File: config.mk
export PLATFORM = sky130hd
export DESIGN_NAME = gato_tablero_ctrl
export DESIGN_NICKNAME = d
export VERILOG_FILES = /design/src/rtl/gato_pkg.sv /design/src/rtl/gato_detector_linea.sv /design/src/rtl/gato_tablero_ctrl.sv
export SDC_FILE = /design/constraint.sdc
export NUM_CORES = 1
export LEC_CHECK = 0
export CORE_MARGIN = 3
export CORE_UTILIZATION = 30
export CTS_CLUSTER_DIAMETER = 30
export DETAILED_ROUTE_END_ITERATION = 6
export PLACE_DENSITY = 0.54
export SETUP_SLACK_MARGIN = 0.4
export SLEW_MARGIN = 0
export SYNTH_ARGS = -nofsm -noshare
export SYNTH_HDL_FRONTEND = slang
export SYNTH_HIERARCHICAL = 1
export SYNTH_SLANG_ARGS = --single-unit
File: constraint.sdc
create_clock -name clk -period 3.3 [get_ports clk]
set_input_delay 0.66 -clock clk [delete_from_list [all_inputs] [get_ports clk]]
set_output_delay 0.66 -clock clk [all_outputs]
set_load 0.005 [all_outputs]
File: src/rtl/gato_pkg.sv
// Shared definitions for the tic-tac-toe board controller: cell codes,
// controller states and the table of the eight winning lines.
package gato_pkg;

    localparam logic [1:0] VACIA  = 2'b00;
    localparam logic [1:0] JUG_X  = 2'b01;
    localparam logic [1:0] JUG_O  = 2'b10;
    localparam logic [1:0] EMPATE = 2'b11;

    localparam int NUM_CELDAS = 9;
    localparam int NUM_LINEAS = 8;

    typedef enum logic [2:0] {
        INICIO  = 3'd0,
        ESPERA  = 3'd1,
        VALIDA  = 3'd2,
        ESCRIBE = 3'd3,
        EVALUA  = 3'd4,
        FIN     = 3'd5
    } estado_t;

    // Cell index is 3*y + x: three rows, three columns, two diagonals.
    localparam int LINEAS [NUM_LINEAS][3] = '{
        '{0, 1, 2}, '{3, 4, 5}, '{6, 7, 8},
        '{0, 3, 6}, '{1, 4, 7}, '{2, 5, 8},
        '{0, 4, 8}, '{2, 4, 6}
    };

    function automatic logic [1:0] otro_jugador(input logic [1:0] jugador);
        return (jugador == JUG_X) ? JUG_O : JUG_X;
    endfunction

endpackage

File: src/rtl/gato_detector_linea.sv
// Combinational three-in-a-row detector: gana is high when jugador owns
// every cell of at least one of the eight lines.
module gato_detector_linea
    import gato_pkg::*;
(
    input  logic [17:0] tablero,
    input  logic [1:0]  jugador,
    output logic        gana
);

    logic [NUM_LINEAS-1:0] linea_hit;

    genvar gi;
    generate
        for (gi = 0; gi < NUM_LINEAS; gi++) begin : g_linea
            assign linea_hit[gi] = (tablero[2*LINEAS[gi][0] +: 2] == jugador) &&
                                   (tablero[2*LINEAS[gi][1] +: 2] == jugador) &&
                                   (tablero[2*LINEAS[gi][2] +: 2] == jugador);
        end
    endgenerate

    assign gana = |linea_hit;

endmodule

File: src/rtl/gato_tablero_ctrl.sv
// Tic-tac-toe board owner: edge-detects enter, validates and commits moves,
// alternates turns and reports win/draw.
// Optional feature macro GATO_PUNTAJE_EN adds saturating per-player win
// counters (puntajeX/puntajeO) that only reset_n clears.
module gato_tablero_ctrl
    import gato_pkg::*;
#(
    parameter int JUGADOR_INICIAL = 1
`ifdef GATO_PUNTAJE_EN
    ,
    // Only meaningful when the score counters are built.
    parameter int PUNTAJE_W = 4
`endif
) (
    input  logic        clk,
    input  logic        reset_n,
    input  logic [2:0]  posX,
    input  logic [2:0]  posY,
    input  logic        enter,
    input  logic        reiniciar,
    output logic [17:0] tablero,
    output logic [1:0]  turno,
    output logic [1:0]  ganador,
    output logic        finJuego,
    output logic        jugadaInvalida,
    output logic        ocupado
`ifdef GATO_PUNTAJE_EN
    ,
    output logic [PUNTAJE_W-1:0] puntajeX,
    output logic [PUNTAJE_W-1:0] puntajeO
`endif
);

    localparam logic [1:0] TURNO_INICIAL = (JUGADOR_INICIAL == 2) ? JUG_O : JUG_X;

    estado_t     state_reg, state_next;
    logic        enter_q;
    logic        flanco;
    logic [2:0]  x_reg, y_reg;
    logic [17:0] tablero_reg, tablero_next;
    logic [1:0]  turno_reg;
    logic [1:0]  ganador_reg;
    logic [3:0]  movimientos_reg;
    logic        invalida_reg;
    logic        coords_ok;
    logic [3:0]  idx;
    logic        celda_libre;
    logic        jugada_ok;
    logic        gana;
    logic [NUM_CELDAS-1:0] wr_sel;
    logic [1:0]  celdas [NUM_CELDAS];

    assign flanco    = enter & ~enter_q;
    assign coords_ok = (x_reg <= 3'd2) && (y_reg <= 3'd2);
    // Out-of-range coordinates fold to cell 0 so the board lookup stays in bounds.
    assign idx       = coords_ok ? (4'(y_reg) * 4'd3 + 4'(x_reg)) : 4'd0;
    assign celda_libre = (celdas[idx] == VACIA);
    assign jugada_ok = coords_ok && celda_libre;

    genvar gi;
    generate
        for (gi = 0; gi < NUM_CELDAS; gi++) begin : g_celda
            assign celdas[gi] = tablero_reg[2*gi +: 2];
            assign wr_sel[gi] = (idx == 4'(gi));
        end
    endgenerate

    gato_detector_linea u_detector (
        .tablero (tablero_reg),
        .jugador (turno_reg),
        .gana    (gana)
    );

    // State register.
    always_ff @(posedge clk or negedge reset_n) begin
        if (!reset_n) state_reg <= INICIO;
        else          state_reg <= state_next;
    end

    // Next-state logic; a restart overrides whatever step is in progress.
    always_comb begin
        state_next = state_reg;
        if (reiniciar) begin
            state_next = INICIO;
        end else begin
            case (state_reg)
                INICIO:  state_next = ESPERA;
                ESPERA:  if (flanco) state_next = VALIDA;
                VALIDA:  state_next = jugada_ok ? ESCRIBE : ESPERA;
                ESCRIBE: state_next = EVALUA;
                EVALUA:  state_next = (gana || movimientos_reg == 4'd9) ? FIN : ESPERA;
                FIN:     state_next = FIN;
                default: state_next = INICIO;
            endcase
        end
    end

    // Board update: cleared on INICIO, one cell written in ESCRIBE unless aborted.
    always_comb begin
        tablero_next = tablero_reg;
        if (state_reg == INICIO) begin
            tablero_next = '0;
        end else if (state_reg == ESCRIBE && !reiniciar) begin
            for (int i = 0; i < NUM_CELDAS; i++) begin
                if (wr_sel[i]) tablero_next[2*i +: 2] = turno_reg;
            end
        end
    end

    // Game datapath: edge history, latched coordinates, turn, move count, result.
    always_ff @(posedge clk or negedge reset_n) begin
        if (!reset_n) begin
            enter_q         <= 1'b0;
            x_reg           <= 3'd0;
            y_reg           <= 3'd0;
            tablero_reg     <= '0;
            turno_reg       <= TURNO_INICIAL;
            ganador_reg     <= VACIA;
            movimientos_reg <= 4'd0;
            invalida_reg    <= 1'b0;
        end else begin
            enter_q      <= enter;
            tablero_reg  <= tablero_next;
            invalida_reg <= (state_reg == VALIDA) && !reiniciar && !jugada_ok;
            case (state_reg)
                INICIO: begin
                    ganador_reg     <= VACIA;
                    movimientos_reg <= 4'd0;
                    turno_reg       <= TURNO_INICIAL;
                end
                ESPERA: begin
                    if (flanco && !reiniciar) begin
                        x_reg <= posX;
                        y_reg <= posY;
                    end
                end
                ESCRIBE: begin
                    if (!reiniciar) movimientos_reg <= movimientos_reg + 4'd1;
                end
                EVALUA: begin
                    if (!reiniciar) begin
                        if (gana)                         ganador_reg <= turno_reg;
                        else if (movimientos_reg == 4'd9) ganador_reg <= EMPATE;
                        else                              turno_reg   <= otro_jugador(turno_reg);
                    end
                end
                default: ;
            endcase
        end
    end

`ifdef GATO_PUNTAJE_EN
    // Win counters: bumped on the EVALUA->FIN step of a win, saturating, immune to reiniciar.
    always_ff @(posedge clk or negedge reset_n) begin
        if (!reset_n) begin
            puntajeX <= '0;
            puntajeO <= '0;
        end else if (state_reg == EVALUA && !reiniciar && gana) begin
            if (turno_reg == JUG_X && puntajeX != '1) puntajeX <= puntajeX + 1'b1;
            if (turno_reg == JUG_O && puntajeO != '1) puntajeO <= puntajeO + 1'b1;
        end
    end
`endif

    assign tablero        = tablero_reg;
    assign turno          = turno_reg;
    assign ganador        = ganador_reg;
    assign finJuego       = (state_reg == FIN);
    assign jugadaInvalida = invalida_reg;
    assign ocupado        = (state_reg != ESPERA);

endmodule

==> impl_metrics.toml <==
[status]
status = "completed"

[drt]
ant_nets = 0
first_pass_iters = 4
wl_per_cell_um = 15.00
drt-total-wl_um = 5971
vias = 1998
drc = 0
dr.first_iter.drc_count = 56
vias_per_cell = 5.020

[timing]
period_needed_ns = 2.897
finalWorstSetupSlack_ns = 0.4028
relSlewSlack_pct = 42.59
hold_viol = 0
min_period_over_period_pct = 87.79
fmax_mhz = 345.2
tns_ns = 0
worst_pin_slew_ns = 0.8611
final-setup-viol-count = 0
fin_skew_ns = 0.009113
rsz0062_at_grt = "true"
slew_viol_final = 0

[floorplanning]
core_mm2 = 0.007848
die_w_um = 96.78
dieArea_mm2 = 0.009366
row_count = 32
io_pins = 35
start_util_pct = 31.51
die_y_um = 96.78

[setup_path]
cp_slowest_stage_delay_ns = 0.52
ff2ff_setup_slack_ns = 0.40
critPathRequiredTime_ns = 3.48
crit_slowest_cell = "fa_2"
crit_chain = "inv_2 -> fa_1 -> inv_1 -> ha_2 -> inv_2 -> fa_2 -> or3b_4 -> buf_6 -> nor4_4 -> mux2i_1 -> nor2_1"
crit_top_cell = "inv_2"
cp-end-kind = "flop"
arrival_ns = 3.08
setup.worst_path.start_class = "flop"
crit_type = "flop to flop"
crit_fanout = 3

[power]
irDropWorstVdd_mv = 0.2292
p_per_area_mw_per_mm2 = 515.3
power.leakage_nw = 1.355

[final_layout]
stdcell_count = 398
multi_input_area_mm2 = 0.001450
largest_reg_flops = 18
diodes = 0
drive_above_1_share_pct = 19.59
area_delta_synth_final_pct = 26.01
layout.nets = 314
regArea_um2 = 932.1
postLayoutCoreUtil_pct = 39.70
num-fill-cells = 818

[clocking]
clockBufferDepth = 2
cts.sink_count = 37
cts_made_buffers = 5
h-tree-depth = 2
path_clk_slew_ns = 0.08
root_buffer = "clkbuf_8"
tritoncts = "done"
insertion_delay_ns = 0.29

[min_path]
hold_path.class = "input pin to async pin"

[synth]
synthArstFlopShare_pct = 100.0
synth_area_leaders = "dfrtp_1 36%, mux2i_1 6.5%, nor3_1 4.9%"
synth_edf_count = 0
ys_ff_latch = 37
ys_seq_area_share_pct = 37.50
syn_avg_cell_area_um2 = 9.772
synth_warnings = 6
synth_largest_area_cell = "dfrtp_1"
synth_top_area_share_pct = 36.44
syn_area_mm2 = 0.002472
synthFlopType = "dfrtp_1"
synth_fp_nets = 272
netlist-cell-type-count = 52
netlist_instances = 253

[global_routing]
first_global_vias = 1927
grt-ovfl-total = 0
antenna_found_initial = 0
grt_pass1_wl_um = 9977
grt_usage_pct = 12.98
grt_max_degree = 38

[placement]
portBuffers = 34
routabilityCongestion = 0.8050
place_inst = 381
dpl.hpwl_um = 4147
pre_cts_ws_ns = 0.2256

[flow_run]
drv_cap = 0
-- cells in the mapped netlist, drive strengths merged (4+ instances only) --
library cell,count
nor2,32
a21oi,8
o21ai,12
and3,14
nand2,9
dfrtp,36
xnor2,6
nor3,24
ha,6
mux2i,16
or3,4
xor2,4
clkbuf,6
buf,7
o22ai,9
inv,11
nand2b,6
mux2,8
-- worst paths after layout --
kind | start | end | depth (start not counted)
max reg2reg | y_reg[1] | tablero[17] | 11
min | reset_n | tablero[4] | 1
max | y_reg[1] | tablero[17] | 11
min in group clk | ganador[1] | ganador[1] | 1
max in group asynchronous | reset_n | turno[1] | 1
min reg2reg | ganador[1] | ganador[1] | 1
-- report_power, final --
part	switching, mW	internal (mW)
clock	0.171	0.246
sequential	0.0278	0.477
combinational	0.360	0.325
-- cell families (layout without fill, tap and decap cells) --
logic type | count (synthesis) | count (layout) | synth area share (%)
simple gates | 107 | 107 | 23.68
buf+inv | 24 | 67 | 5.769
flops | 37 | 37 | 37.50
xor+xnor | 12 | 12 | 5.415
mux | 24 | 24 | 11.03
compound gates | 40 | 40 | 11.13
fa+ha+maj | 9 | 9 | 5.466
-- critical path, delay by kind of cell, from the launching register on --
| kind | cells | cell delay, ns |
|---|---|---|
| fa+ha+maj | 3 | 1.10 |
| flops | 1 | 0.41 |
| simple gates | 3 | 0.72 |
| buf+inv | 4 | 0.32 |
| mux | 1 | 0.22 |
-- what timing repair did --
item,in CTS,in global routing
hold buffers,0,0
pin swaps,2,6
buffers inserted,5,4
setup endpoints to repair,18,22
resized for setup,4,13
-- area by class of cell --
cell class	count	area share, %
multi-input combinational	192	46.55
sequential	37	29.92
timing repair buffer	48	14.26
tap	102	4.096
clock buffer	6	2.651
inverter	11	1.325
clock inverter	2	1.205
-- routing by layer --
layer	track usage, %	share of wire [%]
met4	3.888	1.1
met3	2.523	3.2
met1	18.42	50
met2	20.01	46
met5	0	0
-- placed cells by master (no fill, tap or decap), drive strengths merged, types with 8 or more instances in the layout --
cell	instances
a21oi	8
and3	14
buf	15
clkdlybuf4s50	33
dfrtp	36
inv	11
mux2	8
mux2i	16
nand2	9
nor2	32
nor3	24
o21ai	12
o22ai	9
-- stage by stage --
stage          hold WS (ns)  area, µm²  power [mW]
3_5_place_dp         0.5003       2885       1.052
5_1_grt              0.5400       3115       1.722
2_1_floorplan        0.3644       2481      0.9271
3_3_place_gp         0.4997       2885       1.051
6_report             0.4615       3115       1.605
4_1_cts              0.5103       3054       1.539
Power figures use the tool's default switching activity.
